File: src/rtl/pipe_ctrl.sv
// ---------------------------------------------------------------------------
// pipe_ctrl
//   Pipeline sequencer for the 16-bit, 5-stage integer core (IF/ID/EX/MEM/WB).
//   It does three jobs:
//     - It detects load-use hazards between EX and ID and inserts a
//       one-cycle stall with a bubble into EX.
//     - It flushes the younger stages when EX resolves a taken jump or branch.
//     - It runs the interrupt entry and return sequence. The FSM drains the
//       pipe, saves the EPC, redirects the PC to the vector, and later
//       returns to the EPC.
//
// Ports
//   clk_i            core clock; all state updates on the rising edge
//   rst_ni           synchronous, active-low reset
//   id_valid_i       ID stage holds a real instruction
//   id_pc_i          PC of the instruction in ID
//   id_rs_i/id_rd_i  source fields of the ID instruction (rd is also read)
//   if_pc_i          PC currently held in IF. It is saved as the EPC when ID
//                    holds a bubble at interrupt entry.
//   ex_valid_i       EX stage holds a real instruction
//   ex_load_i        EX instruction is a load
//   ex_rd_i          destination register of the EX instruction
//   ex_jump_i        EX resolved a taken branch or jump
//   ex_isr_ret_i     EX instruction is return-from-interrupt
//   irq_i            level-sensitive interrupt requests; bit 0 has the
//                    highest priority
//   irq_mask_i       1 = source enabled
//   pc_stall_o       hold the PC
//   ifid_stall_o     hold the IF/ID register
//   ifid_flush_o     load a bubble into IF/ID
//   idex_flush_o     load a bubble into ID/EX
//   pc_redirect_o    PC <= redirect_addr_o on the next edge
//   redirect_addr_o  redirect target; 0 when no redirect is active
//   epc_o            saved return PC
//   int_active_o     handler in progress; further irqs are ignored
//   int_ack_o        one-hot, one-cycle acknowledge of the taken source
//   state_o          current FSM state (debug visibility)
//
// Handshake note: there is no valid/ready flow here. Each control output
// applies to the pipeline registers at the very next rising edge.
// ---------------------------------------------------------------------------
module pipe_ctrl #(
  parameter int unsigned IRQ_N     = 4,
  parameter int unsigned DRAIN_CYC = 2,        // legal range 1..7
  parameter logic [15:0] VEC_BASE  = 16'h0010
) (
  input  logic             clk_i,
  input  logic             rst_ni,
  input  logic             id_valid_i,
  input  logic [15:0]      id_pc_i,
  input  logic [2:0]       id_rs_i,
  input  logic [2:0]       id_rd_i,
  input  logic [15:0]      if_pc_i,
  input  logic             ex_valid_i,
  input  logic             ex_load_i,
  input  logic [2:0]       ex_rd_i,
  input  logic             ex_jump_i,
  input  logic             ex_isr_ret_i,
  input  logic [IRQ_N-1:0] irq_i,
  input  logic [IRQ_N-1:0] irq_mask_i,
  output logic             pc_stall_o,
  output logic             ifid_stall_o,
  output logic             ifid_flush_o,
  output logic             idex_flush_o,
  output logic             pc_redirect_o,
  output logic [15:0]      redirect_addr_o,
  output logic [15:0]      epc_o,
  output logic             int_active_o,
  output logic [IRQ_N-1:0] int_ack_o,
  output logic [2:0]       state_o
);

  localparam int unsigned IDX_W      = (IRQ_N > 1) ? $clog2(IRQ_N) : 1;
  localparam logic [2:0]  DRAIN_LOAD = 3'(DRAIN_CYC - 1);

  typedef enum logic [2:0] {
    S_IDLE   = 3'd0,
    S_DRAIN  = 3'd1,
    S_VECTOR = 3'd2,
    S_ISR    = 3'd3,
    S_RET    = 3'd4
  } state_e;

  // Lowest set bit wins, so source 0 has the highest priority.
  function automatic logic [IDX_W-1:0] lowest_idx(input logic [IRQ_N-1:0] v);
    lowest_idx = '0;
    for (int i = IRQ_N - 1; i >= 0; i--) begin
      if (v[i]) lowest_idx = IDX_W'(i);
    end
  endfunction

  state_e           state_q, state_d;
  logic [2:0]       cnt_q, cnt_d;
  logic [IDX_W-1:0] idx_q, idx_d;
  logic [15:0]      epc_q, epc_d;

  // Registered FSM outputs. Each is decoded from the next state, so it
  // matches the state it belongs to in the same cycle.
  logic             drain_q;
  logic             redirect_q;
  logic [15:0]      redirect_addr_q;
  logic [IRQ_N-1:0] int_ack_q;
  logic             int_active_q;

  logic [IRQ_N-1:0] pend_vec;
  logic             pending;
  logic             hazard_live;
  logic             load_use;
  logic             jump;
  logic             take_irq;
  logic             take_ret;
  logic             ctl_flush;
  logic             hz_stall;
  logic [15:0]      vec_addr_d;

  assign pend_vec = irq_i & irq_mask_i;
  assign pending  = |pend_vec;

  assign hazard_live = (state_q == S_IDLE) || (state_q == S_ISR);
  assign load_use    = ex_valid_i && ex_load_i && id_valid_i &&
                       ((ex_rd_i == id_rs_i) || (ex_rd_i == id_rd_i));
  assign jump        = ex_valid_i && ex_jump_i;

  // A jump in the same cycle defers interrupt entry by one cycle. This way
  // the jump target reaches IF/ID and becomes the EPC, and is not lost.
  assign take_irq = (state_q == S_IDLE) && pending && !jump;
  assign take_ret = (state_q == S_ISR) && ex_valid_i && ex_isr_ret_i;

  // Any control transfer flushes IF/ID and ID/EX. Flushing removes the ID
  // instruction that a load-use stall would hold, so the stall is dropped.
  assign ctl_flush = hazard_live && (jump || take_irq || take_ret);
  assign hz_stall  = hazard_live && load_use && !ctl_flush;

  assign vec_addr_d = VEC_BASE + 16'({idx_d, 2'b00});

  always_comb begin
    state_d = state_q;
    cnt_d   = cnt_q;
    idx_d   = idx_q;
    epc_d   = epc_q;
    case (state_q)
      S_IDLE: begin
        if (take_irq) begin
          state_d = S_DRAIN;
          // A bubble in ID means the next instruction to run is the one in IF.
          epc_d   = id_valid_i ? id_pc_i : if_pc_i;
          idx_d   = lowest_idx(pend_vec);
          cnt_d   = DRAIN_LOAD;
        end
      end
      S_DRAIN: begin
        // The counter is loaded with DRAIN_CYC-1, so the drain lasts
        // DRAIN_CYC cycles including the one where it reaches zero.
        if (cnt_q == 3'd0) state_d = S_VECTOR;
        else               cnt_d   = cnt_q - 3'd1;
      end
      S_VECTOR: state_d = S_ISR;
      S_ISR: begin
        if (take_ret) state_d = S_RET;
      end
      S_RET:   state_d = S_IDLE;
      default: state_d = S_IDLE;
    endcase
  end

  always_ff @(posedge clk_i) begin
    if (!rst_ni) begin
      state_q         <= S_IDLE;
      cnt_q           <= 3'd0;
      idx_q           <= '0;
      epc_q           <= 16'h0000;
      drain_q         <= 1'b0;
      redirect_q      <= 1'b0;
      redirect_addr_q <= 16'h0000;
      int_ack_q       <= '0;
      int_active_q    <= 1'b0;
    end else begin
      state_q      <= state_d;
      cnt_q        <= cnt_d;
      idx_q        <= idx_d;
      epc_q        <= epc_d;
      drain_q      <= (state_d == S_DRAIN);
      redirect_q   <= (state_d == S_VECTOR) || (state_d == S_RET);
      int_active_q <= (state_d == S_ISR) || (state_d == S_RET);
      if (state_d == S_VECTOR)   redirect_addr_q <= vec_addr_d;
      else if (state_d == S_RET) redirect_addr_q <= epc_d;
      else                       redirect_addr_q <= 16'h0000;
      if (state_d == S_VECTOR)
        int_ack_q <= {{(IRQ_N-1){1'b0}}, 1'b1} << idx_d;
      else
        int_ack_q <= '0;
    end
  end

  // DRAIN holds the PC and keeps both front registers empty. VECTOR and RET
  // discard the IF/ID slot fetched from the old PC.
  assign pc_stall_o      = hz_stall | drain_q;
  assign ifid_stall_o    = hz_stall;
  assign ifid_flush_o    = ctl_flush | drain_q | redirect_q;
  assign idex_flush_o    = ctl_flush | hz_stall | drain_q;
  assign pc_redirect_o   = redirect_q;
  assign redirect_addr_o = redirect_addr_q;
  assign epc_o           = epc_q;
  assign int_active_o    = int_active_q;
  assign int_ack_o       = int_ack_q;
  assign state_o         = state_q;

endmodule

File: config.mk
export PLATFORM = sky130hd
export DESIGN_NAME = pipe_ctrl
export DESIGN_NICKNAME = d
export VERILOG_FILES = /design/src/rtl/pipe_ctrl.sv
export SDC_FILE = /design/constraint.sdc
export NUM_CORES = 1
export LEC_CHECK = 0
export ABC_CLOCK_PERIOD_IN_PS = 3100
export CAP_MARGIN = 20
export CORE_MARGIN = 2
export CORE_UTILIZATION = 42
export CTS_BUF_LIST = sky130_fd_sc_hd__clkbuf_16
export DETAILED_ROUTE_END_ITERATION = 8
export PLACE_DENSITY = 0.93
export SYNTH_ARGS = -nofsm -noshare
export SYNTH_HDL_FRONTEND = slang
export SYNTH_SLANG_ARGS = --single-unit
File: constraint.sdc
create_clock -name clk_i -period 3.1 [get_ports clk_i]
set_input_delay 0.93 -clock clk_i [delete_from_list [all_inputs] [get_ports clk_i]]
set_output_delay 0.93 -clock clk_i [all_outputs]
set_load 0.02 [all_outputs]
==> impl_metrics.tcl, run 1 <==
set metrics [dict create \
    run_status "complete, but fails checks" \
    violations "negative setup slack" \
    synthXorXnorAreaFrac_pct 3.11 \
    drc 0 \
    synth_top_area_share_pct 47.7 \
    worst_slack_ns -0.0208 \
    drt_iter0_drc 83 \
    synth_top_cell_by_area "dfxtp_1" \
    fp-row-count 24 \
    final_max_slew_viol_count 0 \
    clock_path_buffers 2 \
    die_w_um 72.5 \
    grt_pass1_vias 1894 \
    startpoint_type "primary input" \
    fmax_mhz 320 \
    clock_skew_ns 0.00523 \
    irDropWorstVdd_uv 344 \
    maxCapViolCount 0 \
    place.gp.congestion 0.815 \
    antenna_found_initial 0 \
    die_h_um 72.5 \
    crit_path_max_fanout 2 \
    ys_seq_area_share_pct 47.7 \
    first_pass_iters 6 \
    synthSimpleGateAreaFrac_pct 21.8 \
    fp.coreArea_sq_um 4440 \
    hold_viol 0 \
    track_usage_pct 21.6 \
    clk_latency_ns 0.28 \
    min_path_type "reg -> reg" \
    cp.arrival_ns 2.19 \
    yosys_warnings 0 \
    wl_per_cell_um 14.9 \
    worst_pin_slew_ns 0.559 \
    antenna_left 0 \
    viasPerCell 5.10 \
    io_pins 101 \
    via_count 1897 \
    crit_required_ns 2.17 \
    powerDensity_nw_per_um2 581 \
    synth-main-ff-cell "dfxtp_1" \
    cts_hold_buffers 0 \
    htree_num_levels 2 \
    synth_fa_ha_area_share_pct 1.27 \
    cp-end-kind "primary output" \
    worst-setup-path-type "in -> out" \
    areaGrowthSynthToFinish_pct 63.2 \
    cts-root-buf "clkbuf_16" \
    synth_cell_types 35 \
    routed_wl_um 5550 \
    synthMuxAreaShare_pct 8.63 \
    synth-edff-count 0 \
    cts_sinks 47 \
    relSlewSlack_pct 62.7 \
    report.final.setup_viol 3 \
    syn_nets 269 \
    period_minus_slack_ns 3.12 \
    finalPower_mw 1.87 \
    cellLeakagePower_nw 1.32 \
    nFillCells 312 \
    grt_max_degree 24 \
    design_area_sq_um 3220 \
    placed_cell_area_sq_um 3040 \
    grt_pass1_wl_um 8690 \
    cts_made_buffers 5 \
    grt_overflow 0 \
    synthTopCellsByArea "dfxtp_1 (48%), mux2i_1 (8.6%), nor2b_1 (7.0%)" \
    initial_utilization_pct 44.3 \
    syn-cell-area_sq_um 1970 \
    io_buffers 100 \
    fin_crit_sh_pct 101 \
    synth_top_family_by_area "simple AND/OR/NAND/NOR gates" \
    dp_hpwl_um 3860 \
    ys_ff_latch 47 \
    synth-compound-area-share_pct 13.0 \
    synthArstFlopShare_pct 0 \
    dieArea_sq_um 5260 \
    cts_tree "yes" \
    rsz0062_at_grt "true" \
    layout-drive-gt1-share_pct 14.7 \
    antenna_cells 0 \
    syn_avg_cell_area_sq_um 9.34 \
    finalNetCount 378 \
    worst_setup_hold_path_clk_slew_ns 0.06 \
    syn_inst 211 \
]
critical path, stage by stage:
cell and delay (ns):
buf_6 0.09, a22o_1 0.24, o21ai_1 0.15, o211ai_1 0.19
buf_4 0.20, a21oi_4 0.16, nand2_2 0.08, buf_6 0.14
repair_timing:
item	4_1_cts	5_1_grt
pin swaps	13	6
endpoints found under the setup margin	4	4
resized for setup	52	24
setup buffers	2	1
flip-flops by register name, summed over array words and instances, names as in the netlist:
signal and flops:
pc_redirect_o 1, epc_o 16, idx_q 2, cnt_q 3, state_o 3, drain_q 1, int_ack_o 4, redirect_addr_o 16
int_active_o 1
cells by family after synthesis:
group | Yosys count
AND/OR/NAND/NOR | 84
AO/OA/AOI/OAI | 39
adder cells (fa/ha/maj) | 2
buffers and inverters | 15
XOR/XNOR | 7
flip-flops | 47
multiplexers | 17
layout make-up:
type                    count  area, sq um  area share, %
well taps                  52         65.1           2.02
multi-input cells         149          983           30.6
inverters                   4         15.0          0.467
clock buffers               5          125           3.89
clock inverters             2         33.8           1.05
repair buffers            113         1050           32.7
flip-flops and latches     47          941           29.2
where the power goes:
part / total (mW) / leakage, nW / switching (mW) / internal [mW]
sequential: 0.706 / 0.383 / 0.0452 / 0.661
combinational: 0.591 / 0.851 / 0.304 / 0.287
clock: 0.572 / 0.0811 / 0.200 / 0.372
path summary, 6_finish.rpt:
path / start / end / slack (ns) / cells past startpoint
worst max-delay path: irq_i[2] / idex_flush_o / -0.02 / 8
worst max register to register: state_o[1]$_SDFF_PN0_ / int_ack_o[0]$_SDFF_PP0_ / 1.30 / 5
worst min register to register: epc_o[0]$_SDFF_PN0_ / redirect_addr_o[0]$_SDFF_PP0_ / 0.50 / 2
worst min-delay path: epc_o[0]$_SDFF_PN0_ / redirect_addr_o[0]$_SDFF_PP0_ / 0.50 / 2
Yosys cell counts, types with 3 or more instances:
library cell  number
a211oi_1           3
buf_6              3
xor2_1             5
buf_2              6
and2_1             3
nand2b_1           3
or2_2              3
nand2_1            9
nor2_1            34
o21ai_0            4
mux2i_1           17
inv_1              4
a21oi_1           20
dfxtp_1           47
nor2b_1           22
stage by stage:
stage / util, % / cells / setup WS (ns) / TNS, ns / hold slack [ns]
after floorplan: - / 211 / 0.0697 / 0 / 0.476
after global placement: 68.4 / 362 / -0.649 / -2.34 / 0.482
after detailed placement: 68.4 / 362 / -0.733 / -2.67 / 0.497
after CTS: 72.4 / 371 / 0.000487 / 0 / 0.509
after global routing: 72.4 / 372 / -0.0670 / -0.173 / 0.540
final: 72.4 / 372 / -0.0208 / -0.0362 / 0.501
metal layers:
metal,global-route usage (%),vias to the layer above,share of wire [%]
li1,-,925,-
met1,23.2,877,39
met2,39.3,83,52
met3,7.22,12,7.1
met4,7.82,0,1.9
met5,0,-,0
placed cells by master (no fill, tap or decap), types with 2 or more instances in the layout:
cell type / count
a21boi_0: 2
a21oi_1: 19
and2_1: 3
or2_4: 3
mux2i_1: 17
o21ai_2: 2
nor3b_2: 2
a22o_1: 2
o21ai_0: 2
clkbuf_16: 5
nand4_1: 2
buf_4: 13
buf_6: 5
nand2_2: 2
nand3_1: 2
xnor2_1: 2
inv_1: 5
nand2b_1: 3
dlygate4sd2_1: 11
nor2_1: 33
nor2b_1: 22
nand2_1: 7
dfxtp_1: 47
clkdlybuf4s50_1: 75
ha_1: 2
a211oi_2: 2
xor2_1: 5
clkbuf_2: 7
No activity file was read; power rests on OpenSTA's default activity.
==> inputs of run 2 (changes only) <==
--- a/config.mk
+++ b/config.mk
@@ -5,13 +5,16 @@
 export SDC_FILE = /design/constraint.sdc
 export NUM_CORES = 1
 export LEC_CHECK = 0
+export ABC_AREA = 1
 export ABC_CLOCK_PERIOD_IN_PS = 3100
 export CAP_MARGIN = 20
 export CORE_MARGIN = 2
-export CORE_UTILIZATION = 42
+export CORE_UTILIZATION = 44
 export CTS_BUF_LIST = sky130_fd_sc_hd__clkbuf_16
+export CTS_CLUSTER_DIAMETER = 60
+export CTS_CLUSTER_SIZE = 12
 export DETAILED_ROUTE_END_ITERATION = 8
-export PLACE_DENSITY = 0.93
+export PLACE_DENSITY = 0.94
 export SYNTH_ARGS = -nofsm -noshare
 export SYNTH_HDL_FRONTEND = slang
 export SYNTH_SLANG_ARGS = --single-unit
==> run 2 against run 1 <==
The run still ends with negative setup slack left. First-iteration DRC count increased by 65%. Sequential share of layout area down 1.2 points. Clock power shrank 13%. Utilization fell by 0.92 points. Cell area up 4.2%. Clock-buffer cell count unchanged. Total power rose by 0.77%. Via count increased by 13%. Sequential power barely moved. Critical path depth grew 3. Register-to-register slack improved by 0.25 ns. Largest power group unchanged.
==> impl_metrics.tcl, run 2 <==
set metrics [dict create \
    via_count 2144 \
    synthArstFlopShare_pct 0 \
    synthTopCellsByArea "dfxtp_1 (44%), nand2_1 (15%), inv_1 (5.4%)" \
    irDropWorstVdd_uv 415 \
    powerDensity_nw_per_um2 562 \
    r2r_setup_slack_ns 1.55 \
    crit_required_ns 2.17 \
    synth_top_cell_by_area "dfxtp_1" \
    fp.coreArea_sq_um 4690 \
    final_max_slew_viol_count 0 \
    synth-edff-count 0 \
    startpoint_type "primary input" \
    drc 0 \
    nFillCells 372 \
    fin_util_pct 71.5 \
    synth_fa_ha_area_share_pct 1.17 \
    place.gp.congestion 0.809 \
    report.final.setup_viol 1 \
    r2r-start "state_o[2]$_SDFF_PN0_" \
    dp_slack_ns -0.444 \
    clk_latency_ns 0.28 \
    fp-row-count 25 \
    cp_num_buf_inv 4 \
    syn-cell-area_sq_um 2140 \
    worst_pin_slew_ns 0.369 \
    design_area_sq_um 3350 \
    synth-compound-area-share_pct 6.44 \
    fmax_mhz 322 \
    finalNetCount 445 \
    clock_skew_ns 0.00528 \
    synthXorXnorAreaFrac_pct 3.28 \
    ys_ff_latch 47 \
    dp_hpwl_um 4340 \
    violations "negative setup slack" \
    die_w_um 73.7 \
    hp-start "cnt_q[1]$_SDFFE_PN0P_" \
    grt_overflow 0 \
    synth_top_family_by_area "simple AND/OR/NAND/NOR gates" \
    cp-end-kind "primary output" \
    grt_pass1_wl_um 9110 \
    viasPerCell 4.85 \
    holdWs_ns 0.497 \
    synthSimpleGateAreaFrac_pct 32.7 \
    clock_path_buffers 2 \
    htree_num_levels 2 \
    synthMostInstantiatedCell "nand2_1" \
    ff2ff_path_depth 9 \
    antenna_left 0 \
    crit_top_cell "nand2_2" \
    fin_crit_sh_pct 100 \
    register_area_sq_um 941 \
    worst_setup_hold_path_clk_slew_ns 0.06 \
    track_usage_pct 22.0 \
    syn_avg_cell_area_sq_um 7.63 \
    io_buffers 100 \
    grt_max_degree 18 \
    syn_nets 338 \
    worst_slack_ns -0.00534 \
    grt_pass1_vias 2137 \
    synth_top_area_share_pct 44.0 \
    dieArea_sq_um 5430 \
    placed_cell_area_sq_um 3190 \
    path_cells "clkdlybuf4s50_1 -> nand2_1 -> nand2_1 -> inv_1 -> nand2_2 -> nand2_2 -> nand2_2 -> nand2_2 -> nand3_2 -> inv_1 -> buf_4" \
    worstHoldPathCells 2 \
    slowest_stage "clkdlybuf4s50_1" \
    cts_hold_buffers 0 \
    hold_viol 0 \
    layout-drive-gt1-share_pct 13.9 \
    cts_tree "yes" \
    first_pass_iters 4 \
    ys_seq_area_share_pct 44.0 \
    cp.arrival_ns 2.18 \
    synth_cell_types 28 \
    initial_utilization_pct 45.5 \
    drt_iter0_drc 137 \
    period_minus_slack_ns 3.11 \
    routed_wl_um 5860 \
    cts_made_buffers 5 \
    multi_input_area_sq_um 1000 \
    mostFrequentLayoutCells "clkdlybuf4s50_1 (93), nand2_1 (83), dfxtp_1 (47)" \
    cts-root-buf "clkbuf_16" \
    die_h_um 73.7 \
    worst-setup-path-type "in -> out" \
    synth-main-ff-cell "dfxtp_1" \
    wl_per_cell_um 13.2 \
    min_path_type "reg -> reg" \
    maxCapViolCount 0 \
    r2r_end "redirect_addr_o[3]$_SDFF_PN0_" \
    finalPower_mw 1.88 \
    ys_top_cells_by_count "nand2_1 (88), dfxtp_1 (47), inv_1 (31)" \
    cellLeakagePower_nw 1.54 \
    yosys_warnings 0 \
    cts_sinks 47 \
    crit_family "buffers and inverters" \
    antenna_found_initial 0 \
    crit_path_max_fanout 3 \
    synthMuxAreaShare_pct 2.34 \
    areaGrowthSynthToFinish_pct 56.9 \
    final_common_cell "clkdlybuf4s50_1" \
    io_pins 101 \
    min_to "cnt_q[1]$_SDFFE_PN0P_" \
    run_status "complete, but fails checks" \
    antenna_cells 0 \
    worst_path_largest_cell_delay_ns 0.42 \
    syn_inst 280 \
    relSlewSlack_pct 75.3 \
]
==> run 2: cell count changes after synthesis, moves of 6 or more <==
| cell | change |
|---|---|
| a21oi_1 | -6 |
| inv_1 | +27 |
| mux2i_1 | -12 |
| nand2_1 | +79 |
| nand2_2 | +9 |
| nand3_1 | +15 |
| nor2_1 | -13 |
| nor2b_1 | -22 |
==> run 2: worst register-to-register path, cell delays in order, from the launching register on <==
cell,delay (ns)
dfxtp_1,0.36
nor2_4,0.18
nand2_4,0.08
inv_4,0.10
nand3_4,0.18
buf_4,0.25
nand2_1,0.09
nand2_1,0.06
nand3_1,0.08
nand2_1,0.06
==> run 2: how the worst max path moves through the flow <==
stage	from	endpoint	slack (ns)	cells past startpoint
3_3_place_gp	irq_i[3]	pc_stall_o	-0.36	11
5_1_grt	irq_mask_i[2]	ifid_stall_o	-0.06	11
4_1_cts	irq_mask_i[2]	ifid_stall_o	0.005	11
3_5_place_dp	irq_mask_i[2]	ifid_stall_o	-0.44	11
2_1_floorplan	id_valid_i	pc_stall_o	0.36	6
6_report	irq_mask_i[2]	ifid_stall_o	-0.005	11
==> run 2: repair_timing <==
action,CTS,global route
hold endpoints to repair,0,0
endpoints found under the setup margin,4,4
gates resized for setup,18,12
setup buffers,0,1
pin swaps,0,7
==> run 2: cell type report <==
cell class / count / share of cell area [%]
timing repair buffer: 109 / 31.8
multi-input combinational: 189 / 29.8
sequential: 47 / 28.1
inverter: 35 / 4.22
clock buffer: 5 / 3.73
tap: 54 / 2.01
clock inverter: 3 / 0.336
==> run 2: stage by stage <==
stage | TNS (ns) | instances
finish | -0.00534 | 442
global route | -0.145 | 442
CTS | 0 | 441
detailed placement | -1.69 | 433
global placement | -1.40 | 433
floorplan | 0 | 280
==> run 2: logic make-up (layout without fill, tap and decap cells) <==
group,Yosys count,count (layout)
adders and majority gates,2,2
buffers and inverters,44,152
xor gates and xnor gates,8,8
and+or+nand+nor,151,151
DFF,47,47
AOI/OAI and AO/OA,23,23
muxes,5,5
==> run 2: layer usage <==
| layer | vias up | routed length [um] | global-route usage [%] |
|---|---|---|---|
| li1 | 1082 | - | - |
| met1 | 954 | 2260 | 23.5 |
| met2 | 89 | 2890 | 38.1 |
| met3 | 19 | 530 | 7.96 |
| met4 | 0 | 174 | 10.5 |
| met5 | - | 0 | 0 |
==> run 2: where the power goes <==
part | switching [mW] | internal, mW
logic | 0.385 | 0.293
registers | 0.0366 | 0.670
clock network | 0.208 | 0.290
total | 0.630 | 1.25
==> RTL change, RTL diff (settings of run 2) <==
Set the parameter `IRQ_N` to 2 (it was 4).
--- a/src/rtl/pipe_ctrl.sv
+++ b/src/rtl/pipe_ctrl.sv
@@ -40,7 +40,7 @@
 // applies to the pipeline registers at the very next rising edge.
 // ---------------------------------------------------------------------------
 module pipe_ctrl #(
-  parameter int unsigned IRQ_N     = 4,
+  parameter int unsigned IRQ_N     = 2,
   parameter int unsigned DRAIN_CYC = 2,        // legal range 1..7
   parameter logic [15:0] VEC_BASE  = 16'h0010
 ) (
Interface: changed (resized int_ack_o, irq_i and irq_mask_i); port bits go from 101 to 95. No check against the original RTL was run, so the function may have changed too.
==> RTL change against run 2 <==
Die area decreased by 11%; area after synthesis decreased by 12%; routed wire length shrank 9.4%; power fell by 13%; cell area shrank 9.7%; non-clock buffer count down 8; sequential power down 11%; hold slack worse by 0.014 ns; worst setup slack gained 0.046 ns; sequential cell count shrank 3; largest power group unchanged.
==> RTL change: results (changes against run 2) <==
stage	metric	value	unit	change
logic_synthesis	ys_top_cells_by_area	dfxtp_1, nand2_1, inv_1, mux2i_1, a21oi_1		
routing	drt-initial-drc-count	122		-11%
setup_path	setup.worst_path.start	id_valid_i		
logic_synthesis	yosysSeqAreaShare	46.7	%	+2.7 points
grt	grt_pass1_wl	8720	um	-4.3%
logic_synthesis	synthCells	244		-13%
setup_path	crit_path_end	pc_stall_o		
final_layout	fin_nets	397		-11%
logic_synthesis	synth_compound_area_share	6.37	%	-0.066 points
timing	max_freq	0.327	GHz	+1.5%
timing	fin_skew	0.00421	ns	-0.00108 ns
outcome	status	finished, final reports clean		
setup_path	crit_fanout	2		-1
grt	grt_use_total	22.3	%	+0.33 points
logic_synthesis	synthMuxAreaShare	4.78	%	+2.4 points
power_and_ir_drop	peakVddDrop	0.422	mV	+1.5%
placed_design	place_congestion	0.826		+2.1%
logic_synthesis	yosys.area_share.adder	1.33	%	+0.16 points
placed_design	place_hpwl	3870	um	-11%
setup_path	r2r_slack	1.51	ns	-0.04 ns
grt	grt_max_degree	21		+3
setup_path	r2r_end	redirect_addr_o[12]		
placed_design	dp_slack	-0.380	ns	+0.0638 ns
logic_synthesis	synth_cell_type_count	24		-14%
clock_tree	ctsResizeCount	17		-1
logic_synthesis	syn-num-nets	298		-12%
timing	setup_viol	0		-1
logic_synthesis	synth_seq_cells	44		-6.4%
routing	routedWlPerCell	13.5	um	+1.6%
placed_design	place_area	0.00287	mm^2	-10%
placed_design	portBuffers	94		-6.0%
timing	holdWs	0.483	ns	-0.0137 ns
setup_path	r2r_cells	6		-3
==> RTL change: changes by cell type in the layout (fill, tap and decap cells not counted), sizes merged, moves of 2 or more <==
cell           change
dlymetal6s2s       -3
inv                -7
dfxtp              -3
a21oi              -3
mux2i              +4
buf                -2
o21ai              +4
clkdlybuf4s50      -4
nand3              -3
nor2               -4
nand2             -24
==> RTL change: power by group <==
| part | switching, mW | leakage, nW | total [mW] | internal, mW |
|---|---|---|---|---|
| sequential | 0.0235 | 0.358 | 0.629 | 0.606 |
| clock | 0.203 | 0.0850 | 0.579 | 0.375 |
| combinational | 0.231 | 0.929 | 0.423 | 0.192 |
| total | 0.458 | 1.37 | 1.63 | 1.17 |
==> RTL change: routing by layer <==
layer / vias up / share of wire, % / wire, um / track usage [%]
met1: 883 / 36 / 1910 / 22.3
li1: 962 / - / - / -
met4: 0 / 2.0 / 104 / 10.5
met2: 73 / 55 / 2930 / 42.3
met5: - / 0 / 0 / 0
met3: 12 / 6.9 / 367 / 5.96
==> RTL change: layout make-up <==
class	count	area [um^2]
Sequential cell	44	881
Clock buffer	5	125
Multi-Input combinational cell	163	843
Clock inverter	3	38.8
Tap cell	50	62.6
Inverter	28	105
Fill cell	302	1030
Timing Repair Buffer	101	972
==> RTL change: worst register-to-register path, stage by stage (launching register included) <==
cell     delay, ns
dfxtp_1       0.36
nor2_4        0.21
nand4_4       0.27
inv_2         0.37
nand2_1       0.09
o21ai_1       0.11
nor2_1        0.06
==> RTL change: cells by family (layout without fill, tap and decap cells) <==
group                      after synthesis  in the layout
AOI/OAI and AO/OA                       24             24
xor gates and xnor gates                 7              7
adders and majority gates                2              2
buffers and inverters                   37            137
DFF                                     44             44
muxes                                    9              9
and+or+nand+nor                        121            121
